`config.mk`:
```
export PLATFORM = sky130hd
export DESIGN_NAME = uart_tx_arbiter
export DESIGN_NICKNAME = d
export VERILOG_FILES = /design/src/rtl/uart_arb_pkg.sv /design/src/rtl/uart_tx_arbiter_rr_arbiter.sv /design/src/rtl/uart_tx_arbiter.sv
export SDC_FILE = /design/constraint.sdc
export NUM_CORES = 1
export LEC_CHECK = 0
export ABC_AREA = 0
export ABC_CLOCK_PERIOD_IN_PS = 2700
export CORE_AREA = 2 2 63 65
export CTS_BUF_LIST = sky130_fd_sc_hd__clkbuf_16
export DETAILED_ROUTE_END_ITERATION = 8
export DIE_AREA = 0 0 65 67
export PLACE_DENSITY_LB_ADDON = 0.3
export SKIP_CTS_REPAIR_TIMING = 1
export SLEW_MARGIN = 20
export SYNTH_ARGS = -nofsm -noshare
export SYNTH_HDL_FRONTEND = slang
export SYNTH_HIERARCHICAL = 1
export SYNTH_SLANG_ARGS = --single-unit
```
`constraint.sdc`:
```
create_clock -name clk -period 2.7 [get_ports clk]
set_clock_uncertainty 0.15 [all_clocks]
set_input_delay 0.27 -clock clk [delete_from_list [all_inputs] [get_ports clk]]
set_output_delay 0.27 -clock clk [all_outputs]
set_load 0.005 [all_outputs]
```
`src/rtl/uart_arb_pkg.sv`:
```
// -----------------------------------------------------------------------------
// uart_arb_pkg
//   Shared definitions for the UART TX arbiter:
//     arb_state_e    - arbiter FSM encoding (IDLE = 0, LOCKED = 1)
//     TIMEOUT_CNT_W  - width of the idle/timeout counter (16 bits)
//     IDX_W          - width of a requester index (up to 8 requesters)
// -----------------------------------------------------------------------------
package uart_arb_pkg;

    typedef enum logic {
        IDLE   = 1'b0,
        LOCKED = 1'b1
    } arb_state_e;

    localparam int TIMEOUT_CNT_W = 16;
    localparam int IDX_W         = 3;

endpackage

```
`src/rtl/uart_tx_arbiter_rr_arbiter.sv`:
```
// -----------------------------------------------------------------------------
// rr_arbiter
//   Combinational NUM_REQ-way round-robin picker. The search starts at
//   (ptr + 1) mod NUM_REQ and returns the first requester found.
//   Ports:
//     req       in  [NUM_REQ-1:0]  request vector
//     ptr       in  [IDX_W-1:0]    index of the last winner
//     grant     out [NUM_REQ-1:0]  one-hot grant (all zero when no request)
//     grant_idx out [IDX_W-1:0]    index of the granted requester
// -----------------------------------------------------------------------------
module rr_arbiter
    import uart_arb_pkg::*;
#(
    parameter int NUM_REQ = 4
) (
    input  logic [NUM_REQ-1:0] req,
    input  logic [IDX_W-1:0]   ptr,
    output logic [NUM_REQ-1:0] grant,
    output logic [IDX_W-1:0]   grant_idx
);

    // Rotating a doubled copy puts requester (ptr+1) mod NUM_REQ at bit 0,
    // so a fixed-priority scan of the rotated vector is round-robin.
    logic [2*NUM_REQ-1:0] doubled;
    logic [NUM_REQ-1:0]   rotated;
    logic                 found;

    assign doubled = {req, req};
    assign rotated = NUM_REQ'(doubled >> (int'(ptr) + 1));

    always_comb begin
        grant     = '0;
        grant_idx = '0;
        found     = 1'b0;
        for (int j = 0; j < NUM_REQ; j++) begin
            if (!found && rotated[j]) begin
                found     = 1'b1;
                grant_idx = IDX_W'((int'(ptr) + 1 + j) % NUM_REQ);
            end
        end
        if (found) begin
            grant = NUM_REQ'(1) << grant_idx;
        end
    end

endmodule

```
`src/rtl/uart_tx_arbiter.sv`:
```
// -----------------------------------------------------------------------------
// uart_tx_arbiter
//   Shares one UART TX FIFO between NUM_REQ requesters. A requester is granted
//   a lock (round-robin) and keeps it until it hands over a byte flagged last.
//   Bytes are forwarded at most one every two cycles: an accept registers the
//   byte into tx_byte and pulses tx_transmit in the following cycle.
//
//   Optional feature: define UART_ARB_TIMEOUT_EN to revoke a lock whose owner
//   has offered nothing for TIMEOUT_CYCLES cycles (not counted while the FIFO
//   is full).
//
//   Ports:
//     clk           in   clock, rising edge
//     reset         in   asynchronous, active-low reset
//     req_valid     in   [NUM_REQ]    requester i offers a byte
//     req_data      in   [NUM_REQ*8]  byte of requester i at [8i+7:8i]
//     req_last      in   [NUM_REQ]    offered byte ends requester i's message
//     req_ready     out  [NUM_REQ]    byte of requester i accepted this cycle
//     tx_byte       out  [8]          byte to the UART TX FIFO
//     tx_transmit   out               one-cycle FIFO write strobe
//     tx_fifo_full  in                FIFO cannot take a byte
//     owner         out  [3]          current lock holder (valid when locked)
//     locked        out               a requester holds the UART; this is
//                                     also the FSM state (LOCKED when 1)
//
//   Handshake: a byte of requester i moves when req_valid[i] && req_ready[i]
//   in the same cycle; req_ready never depends on anything but the owner's
//   req_valid, tx_fifo_full and the registered tx_transmit.
// -----------------------------------------------------------------------------
module uart_tx_arbiter
    import uart_arb_pkg::*;
#(
    parameter int NUM_REQ        = 4,
    parameter int TIMEOUT_CYCLES = 1024
) (
    input  logic                 clk,
    input  logic                 reset,
    input  logic [NUM_REQ-1:0]   req_valid,
    input  logic [NUM_REQ*8-1:0] req_data,
    input  logic [NUM_REQ-1:0]   req_last,
    output logic [NUM_REQ-1:0]   req_ready,
    output logic [7:0]           tx_byte,
    output logic                 tx_transmit,
    input  logic                 tx_fifo_full,
    output logic [2:0]           owner,
    output logic                 locked
);

    arb_state_e         state;
    arb_state_e         state_next;
    logic [IDX_W-1:0]   rr_ptr;
    logic [NUM_REQ-1:0] grant;
    logic [IDX_W-1:0]   grant_idx;
    logic               grant_any;

    logic               owner_valid;
    logic               owner_last;
    logic [7:0]         owner_data;
    logic               accept;
    logic               release_lock;
    logic               timeout_hit;

    rr_arbiter #(
        .NUM_REQ (NUM_REQ)
    ) u_rr_arbiter (
        .req       (req_valid),
        .ptr       (rr_ptr),
        .grant     (grant),
        .grant_idx (grant_idx)
    );

    assign grant_any = |grant;

    // Select the owner's request lines; everyone else is ignored.
    always_comb begin
        owner_valid = 1'b0;
        owner_last  = 1'b0;
        owner_data  = 8'h00;
        for (int i = 0; i < NUM_REQ; i++) begin
            if (owner == IDX_W'(i)) begin
                owner_valid = req_valid[i];
                owner_last  = req_last[i];
                owner_data  = req_data[8*i +: 8];
            end
        end
    end

    // No accept while the previous byte is being strobed: this is what caps
    // throughput at one byte per two cycles.
    assign accept       = (state == LOCKED) && owner_valid && !tx_fifo_full && !tx_transmit;
    assign release_lock = (state == LOCKED) && ((accept && owner_last) || timeout_hit);

    // ---------------------------------------------------------------- FSM
    always_ff @(posedge clk or negedge reset) begin
        if (!reset) begin
            state <= IDLE;
        end else begin
            state <= state_next;
        end
    end

    // A release always lands in IDLE first; a waiting request is granted
    // from IDLE on the following cycle.
    always_comb begin
        state_next = state;
        case (state)
            IDLE:    if (grant_any)    state_next = LOCKED;
            LOCKED:  if (release_lock) state_next = IDLE;
            default: state_next = IDLE;
        endcase
    end

    always_comb begin
        locked    = (state == LOCKED);
        req_ready = '0;
        if (accept) begin
            req_ready = NUM_REQ'(1) << owner;
        end
    end

    // ---------------------------------------------------- owner / pointer
    // Pointer resets to NUM_REQ-1 so requester 0 is the first winner.
    always_ff @(posedge clk or negedge reset) begin
        if (!reset) begin
            owner  <= '0;
            rr_ptr <= IDX_W'(NUM_REQ - 1);
        end else begin
            if (state == IDLE && grant_any) begin
                owner <= grant_idx;
            end
            if (release_lock) begin
                rr_ptr <= owner;
            end
        end
    end

    // ------------------------------------------------------------ datapath
    always_ff @(posedge clk or negedge reset) begin
        if (!reset) begin
            tx_transmit <= 1'b0;
            tx_byte     <= 8'h00;
        end else begin
            tx_transmit <= accept;
            if (accept) begin
                tx_byte <= owner_data;
            end
        end
    end

    // ------------------------------------------------------------- timeout
`ifdef UART_ARB_TIMEOUT_EN
    localparam logic [TIMEOUT_CNT_W-1:0] TIMEOUT_LIMIT = TIMEOUT_CNT_W'(TIMEOUT_CYCLES);

    logic [TIMEOUT_CNT_W-1:0] idle_cnt;
    logic                     idle_count_en;

    // Counts owner-idle cycles; a full FIFO freezes the count.
    assign idle_count_en = (state == LOCKED) && !owner_valid && !tx_fifo_full;
    // Fires on the cycle the count would reach the limit, so the lock is
    // gone after exactly TIMEOUT_CYCLES idle cycles.
    assign timeout_hit   = idle_count_en && ((idle_cnt + 16'd1) == TIMEOUT_LIMIT);

    always_ff @(posedge clk or negedge reset) begin
        if (!reset) begin
            idle_cnt <= '0;
        end else if (state != LOCKED || owner_valid || release_lock) begin
            idle_cnt <= '0;
        end else if (idle_count_en && idle_cnt != '1) begin
            idle_cnt <= idle_cnt + 16'd1;
        end
    end
`else
    assign timeout_hit = 1'b0;
`endif

endmodule

```
==> summary.md, run 1 <==
| Metric | Value |
|---|---|
| Die X | between 60 and 70 um |
| Largest net degree at the start of global routing | 17 |
| Post-synth top area share | a little over a quarter |
| Worst Tran Pin Value | 697 ps |
| NumNets Final | approximately 230 |
| Internal power | about 1300 uW |
| Initial Util | between 30 and 40% |
| Routed len/inst | 15.7 um |
| Gate power share | roughly 63% |
| Synth cell types | 45 |
| Seq/Total Area, Yosys | ~30% |
| PwrDens | 916 nW/um^2 |
| Worst reg2reg path depth | 7 |
| Worst path max stage delay | 610 ps |
| Final Hold Fails | 0 |
| Dpl cells | 224 |
| Hold Path Class | in2async |
| P_sw | slightly below 700 uW |
| Final instance area | around 2200 um^2 |
| Crit path depth | 5 |
| Power share of the clock group | about 14% |
| Reg2Reg Setup Slack | 50 ps |
| Commonest non-fill, non-tap cell in the layout | clkdlybuf4s50_1 |
| Syn Inst Count | about 110 |
| Sequential Power Share | 23.5% |
| CTS buffer count | 3 |
| DRC viols | 0 |
| FP Rows | 22 |
| Required @ worst endpoint | about 2300 ps |
| Worst EP arrival | ~2200 ps |
| Period utilization | ~98% |
| Slew Limit Fails | 0 |
| DP Area | 2040 um^2 |
| Warnings from Yosys | 6 |
| LEAKAGE | slightly above 0.0009 uW |
| Maximum clock frequency | about 380 MHz |
| Detailed Route Iter0 Violations | 27 |
| Layout area overhead | 65.4% |
| Ports | 60 |
| Diode count | 0 |
| Final HPWL DP | around 2800 um |
| Commonest cells after routing, fill and taps aside | clkdlybuf4s50_1 (55), buf_4 (19), dfrtp_1 (13) |
| Worst-Skew Late Latency | between 200 and 300 ps |
| Antenna Violating Nets Remaining | 0 |
| Finished Layout Cells | roughly 230 |
| Htree depth | 1 |
| Seq cells post-synth | 16 |
| Slowest cell on crit path | dfrtp_1 |
| Worst-path maximum fanout | 10 |
| First-pass GRT wire length | ~5500 um |
| Worst-path clk slew | roughly 50 ps |
| Critical Path Source Type | flip-flop |
| Slew headroom | between 50 and 60% |
| CTS tree | done |
| Sw Ratio | between 30 and 40% |
| Global route overflow | 0 |
| Post-layout util | 61.1% |
| Fraction of layout cells with a size suffix above 1 | roughly 37% |
| Drt pass-1 iters | 4 |
| CP startpoint | owner[1]$_DFFE_PN0P_ |
| FF-to-FF End | owner[1]$_DFFE_PN0P_ |
| Critical Setup Path Class | reg2out |
| CTS Buffer Depth | 2 |
| Fin crit period | around 2700 ps |
| Clk sinks | 16 |
| Area leader, netlist | dfrtp_1 |
| CP endpoint kind | output port |
| Final setup fails | 0 |
| Vias per cell | 5.25 |
| Port buffer count | between 50 and 60 |
| Outcome | completed |
| Critical R2R Launch | rr_ptr[0]$_DFFE_PN1P_ |
| DRT Wirelength | about 3600 um |
| Vias in the first global route | roughly 1200 |
| Mapped Avg Cell Area | 12.2 um^2 |
| Syn nets | ~150 |
| Routability cong. | about 0.96 |
| Max Cap Violations | 0 |
| Crit-path cells | mux2_4, o221a_4, nor2b_4, and4b_1, clkdlybuf4s50_1 |
| CTS root buf | clkbuf_16 |
| Total track usage | between 10% and 20% |
| Post-Syn Area | roughly 1300 um^2 |
| Worst Setup EP | req_ready[3] |
| Via count | between 1000 and 1500 |
| Leading post-synthesis cells by cell area | dfrtp_1 (26%), mux4_2 (15%), mux2_4 (11%) |
| CP Buf/Inv Count | 1 |
| Die area | roughly 4400 um^2 |
| Core area | between 3000 and 4000 um^2 |
| Die span in y | around 67 um |
| VDD IR max | 0.486 mV |
| Initial antenna violation count | 0 |
| Delay-heaviest family, CP | flip-flops |
power groups by stage:
stage / sequential, uW / combinational, uW / clock [uW]
after global placement: 466 / 1130 / 0
final: 474 / 1260 / 283
after CTS: 476 / 1160 / 287
after detailed placement: 476 / 1150 / 0
after global routing: 489 / 1360 / 301
after floorplan: 413 / 807 / 0
area by class of cell:
cell class | count | area (um^2)
well taps | 48 | 60.1
repair buffers | 79 | 748
inverters | 4 | 15.0
flip-flops and latches | 16 | 404
fillers | 286 | 1400
clock inverters | 1 | 3.75
multi-input cells | 80 | 897
clock buffers | 3 | 75.1
stage by stage:
| stage | power (uW) | setup TNS (ps) | setup slack (ps) | hold WS, ps |
|---|---|---|---|---|
| 2_1_floorplan | 1220 | 0 | 131 | -176 |
| 3_3_place_gp | 1590 | -376 | -160 | 346 |
| 3_5_place_dp | 1630 | -632 | -223 | 345 |
| 4_1_cts | 1920 | -38.7 | -38.7 | 317 |
| 5_1_grt | 2150 | -88.9 | -49.5 | 363 |
| 6_report | 2020 | 0 | 42.2 | 297 |
worst register-to-register path: stages, from the launching register on:
cell	delay, ps
dfstp_2	610
mux2i_2	310
a211oi_4	80
a211oi_4	270
a211oi_2	110
or4_1	570
nor2b_4	160
mux2_2	270
flip-flops by register name (all words and copies together), names as in the netlist:
| register | flops |
|---|---|
| locked | 1 |
| owner | 3 |
| rr_ptr | 3 |
| tx_byte | 8 |
| tx_transmit | 1 |
worst min path at each step:
stage                                 from                     end  slack (ps)  cells after the start
finish                               reset  tx_byte[4]$_DFFE_PN0N_         300                      1
global route        tx_byte[3]$_DFFE_PN0N_  tx_byte[3]$_DFFE_PN0N_         360                      1
CTS                                  reset  tx_byte[3]$_DFFE_PN0N_         320                      1
detailed placement  tx_byte[3]$_DFFE_PN0N_  tx_byte[3]$_DFFE_PN0N_         350                      1
global placement    tx_byte[2]$_DFFE_PN0N_  tx_byte[2]$_DFFE_PN0N_         350                      1
floorplan                            reset        locked$_DFF_PN0_        -180                      0
synth_stat cells (all sizes together):
master / number
mux2i: 2
nor3: 1
inv: 4
and4bb: 1
nand3b: 1
o21ai: 2
a32oi: 1
dfstp: 2
conb: 1
o31a: 1
nor4b: 1
nand3: 1
and4b: 1
mux4: 9
or2b: 1
nand2b: 3
a21oi: 2
dfrtp: 14
clkbuf: 2
or4: 1
nor2b: 10
o21a: 1
o22ai: 1
nor2: 2
o31ai: 1
a211oi: 6
nand2: 3
and3b: 3
and3: 1
buf: 7
mux2: 15
o221a: 1
a21o: 1
nor3b: 1
and2: 2
a21boi: 2
a211o: 1
cells by family after synthesis:
| logic type | share of synthesized area [%] |
|---|---|
| muxes | 32.2 |
| DFF | 30.2 |
| and+or+nand+nor | 17.3 |
| AOI/OAI and AO/OA | 13.5 |
| buffers and inverters | 6.48 |
| other | 0.281 |
layer usage:
| metal | global-route usage (%) | vias to the layer above | wire length (um) |
|---|---|---|---|
| met5 | 0 | - | 0 |
| met4 | 4.52 | 0 | 24 |
| met3 | 3.21 | 2 | 164 |
| met2 | 30.4 | 36 | 1980 |
| met1 | 19.3 | 619 | 1470 |
| li1 | - | 555 | - |
Power figures use the tool's default switching activity.
==> run 2, diff against run 1 <==
--- a/config.mk
+++ b/config.mk
@@ -6,7 +6,7 @@
 export NUM_CORES = 1
 export LEC_CHECK = 0
 export ABC_AREA = 0
-export ABC_CLOCK_PERIOD_IN_PS = 2700
+export ABC_CLOCK_PERIOD_IN_PS = 2400
 export CORE_AREA = 2 2 63 65
 export CTS_BUF_LIST = sky130_fd_sc_hd__clkbuf_16
 export DETAILED_ROUTE_END_ITERATION = 8
==> constraint.sdc (replaced) <==
create_clock -name clk -period 2.4 [get_ports clk]
set_clock_uncertainty 0.15 [all_clocks]
set_input_delay 0.24 -clock clk [delete_from_list [all_inputs] [get_ports clk]]
set_output_delay 0.24 -clock clk [all_outputs]
set_load 0.005 [all_outputs]
==> summary.md, run 2 (same netlist as run 1, synthesis figures left out) <==
| Metric | Value |
|---|---|
| Routability cong. | 0.829 (was 0.957) |
| Clk sinks | 16 (unchanged) |
| Maximum clock frequency | 393 MHz |
| Slew Limit Fails | 0 (unchanged) |
| Slew headroom | 51.6% (was 53.4%) |
| First-pass GRT wire length | 6030 um (was 5550 um) |
| Gate power share | 63.8% (was 62.5%) |
| CTS Buffer Depth | 2 (unchanged) |
| Initial antenna violation count | 0 (unchanged) |
| Final HPWL DP | 3010 um (was 2790 um) |
| Routed len/inst | 17.1 um (was 15.7 um) |
| Port buffer count | 59 (unchanged) |
| Worst Tran Pin Value | 724 ps (was 697 ps) |
| Vias in the first global route | 1229 (was 1227) |
| LEAKAGE | 0.00103 uW (was 0.000930 uW) |
| Die area | 4360 um^2 (unchanged) |
| Largest regs | tx_byte: 8 flops, owner: 3 flops, rr_ptr: 3 flops (unchanged) |
| Worst-path maximum fanout | 3 (was 10) |
| RSZ-0062 raised after global routing | true |
| Commonest non-fill, non-tap cell in the layout | clkdlybuf4s50_1 (unchanged) |
| CTS tree | done (unchanged) |
| Ports | 60 (unchanged) |
| Via count | 1221 (was 1212) |
| CTS root buf | clkbuf_16 (unchanged) |
| Diode count | 0 (unchanged) |
| Grt met2 use | 31.7% (was 30.4%) |
| Die X | 65 um (unchanged) |
| CP endpoint kind | flip-flop (was output port) |
| PwrDens | 1030 nW/um^2 (was 916 nW/um^2) |
| VDD IR max | 0.578 mV (was 0.486 mV) |
| Initial Util | 37.0% (unchanged) |
| Commonest cells after routing, fill and taps aside | clkdlybuf4s50_1 (51), buf_4 (22), dfrtp_1 (14) (was clkdlybuf4s50_1 (55), buf_4 (19), dfrtp_1 (13)) |
| Final instance area | 2240 um^2 (was 2200 um^2) |
| Setup WS pre-CTS | -405 ps (was -223 ps) |
| Die span in y | 67 um (unchanged) |
| Worst EP arrival | 2520 ps (was 2240 ps) |
| Sw Ratio | 33.8% (was 33.5%) |
| DP Area | 2100 um^2 (was 2040 um^2) |
| FP Rows | 22 (unchanged) |
| Detailed Route Iter0 Violations | 33 (was 27) |
| NumNets Final | 230 (was 227) |
| Outcome | finished, violations left (was completed) |
| Fraction of layout cells with a size suffix above 1 | 37.6% (was 37.2%) |
| Failing checks | negative setup slack |
| Global route overflow | 0 (unchanged) |
| Period utilization | 106% |
| Drt pass-1 iters | 4 (unchanged) |
| DRT Wirelength | 4010 um (was 3640 um) |
| Fillers | 278 (was 286) |
| Vias per cell | 5.22 (was 5.25) |
| Final Hold Fails | 0 (unchanged) |
| Hold Path Class | in2async (unchanged) |
| Post-layout util | 62.1% (was 61.1%) |
| Worst setup margin | -142 ps (was 42.2 ps) |
| Final setup fails | 3 (was 0) |
| Worst hold margin | 275 ps (was 297 ps) |
| Max Cap Violations | 0 (unchanged) |
| Layout area overhead | 68.1% (was 65.4%) |
| Required @ worst endpoint | 2380 ps (was 2280 ps) |
| GR peak layer | met2 (unchanged) |
| Worst-path clk slew | 50 ps (about the same) |
| Met1 GRT Util | 22.1% (was 19.3%) |
| DRC viols | 0 (unchanged) |
| Met3 Use GR | 4.56% (was 3.21%) |
| Power share of the clock group | 14.2% (was 14.0%) |
| Antenna Violating Nets Remaining | 0 (unchanged) |
| Setup TNS | -378 ps (was 0 ps) |
| Largest register FFs | 8 (unchanged) |
| Largest net degree at the start of global routing | 17 (unchanged) |
| P_sw | 782 uW (was 675 uW) |
| Worst-Skew Late Latency | 240 ps (was 250 ps) |
| Critical Path Source Type | input pin (was flip-flop) |
| Total track usage | 18.6% (was 16.5%) |
| Internal power | 1530 uW (was 1340 uW) |
| Fin crit period | 2540 ps |
| Critical Setup Path Class | in2reg (was reg2out) |
| CTS buffer count | 3 (unchanged) |
| Htree depth | 1 (unchanged) |
| Sequential Power Share | 22.0% (was 23.5%) |
| Most flop-heavy register | tx_byte (unchanged) |
| Core area | 3610 um^2 (unchanged) |
## run 2: cell types whose count changed in the layout (fill, tap and decap cells not counted), sizes merged
cell | before | now
clkdlybuf4s50 | 55 | 51
buf | 19 | 22
dlymetal6s2s | 4 | 8
inv | 5 | 4
clkinv | 0 | 1
## run 2: stage by stage
| step | power (uW) | std cells |
|---|---|---|
| 2_1_floorplan | 1410 | 109 |
| 3_3_place_gp | 1890 | 229 |
| 3_5_place_dp | 1920 | 229 |
| 4_1_cts | 2260 | 233 |
| 5_1_grt | 2450 | 234 |
| 6_report | 2310 | 234 |
## run 2: final timing paths
| kind | from | endpoint | slack (ps) | depth (start not counted) |
|---|---|---|---|---|
| min in group clk | tx_byte[4]$_DFFE_PN0N_ | tx_byte[4]$_DFFE_PN0N_ | 360 | 1 |
| hold reg to reg | tx_byte[4]$_DFFE_PN0N_ | tx_byte[4]$_DFFE_PN0N_ | 360 | 1 |
| setup reg to reg | rr_ptr[0]$_DFFE_PN1P_ | owner[0]$_DFFE_PN0P_ | -130 | 8 |
| setup / recovery | req_valid[3] | owner[0]$_DFFE_PN0P_ | -140 | 8 |
| hold / removal | reset | tx_byte[6]$_DFFE_PN0N_ | 270 | 1 |
| max in group asynchronous | reset | tx_transmit$_DFF_PN0_ | 1370 | 1 |
## run 2: area by class of cell
type / instances / area (um^2) / area share [%]
Multi-Input combinational cell: 80 / 902 / 40.3
Clock buffer: 3 / 75.1 / 3.35
Timing Repair Buffer: 82 / 781 / 34.9
Clock inverter: 1 / 3.75 / 0.168
Inverter: 4 / 15.0 / 0.670
Sequential cell: 16 / 403 / 18.0
Tap cell: 48 / 60.1 / 2.68
## run 2: layer usage
| layer | wire length (um) | part of all wire (%) | up-vias |
|---|---|---|---|
| met3 | 249 | 6.2 | 5 |
| met2 | 2060 | 51 | 50 |
| met1 | 1650 | 41 | 597 |
| li1 | - | - | 569 |
| met5 | 0 | 0 | - |
| met4 | 53 | 1.3 | 0 |
## run 2: critical path, cell delays in order
cell and delay [ps]:
clkdlybuf4s50_1 470, or2b_2 290, a32oi_1 230, a21boi_2 260, a211oi_2 60, or4_1 540, nor2b_4 160, mux2_2 270
## run 2: power groups by stage
stage                     combinational, uW  clock [uW]  sequential (uW)
after CTS                              1420         334              508
after global routing                   1580         347              526
after detailed placement               1400           0              512
after floorplan                         941           0              468
final                                  1480         328              510
after global placement                 1380           0              504
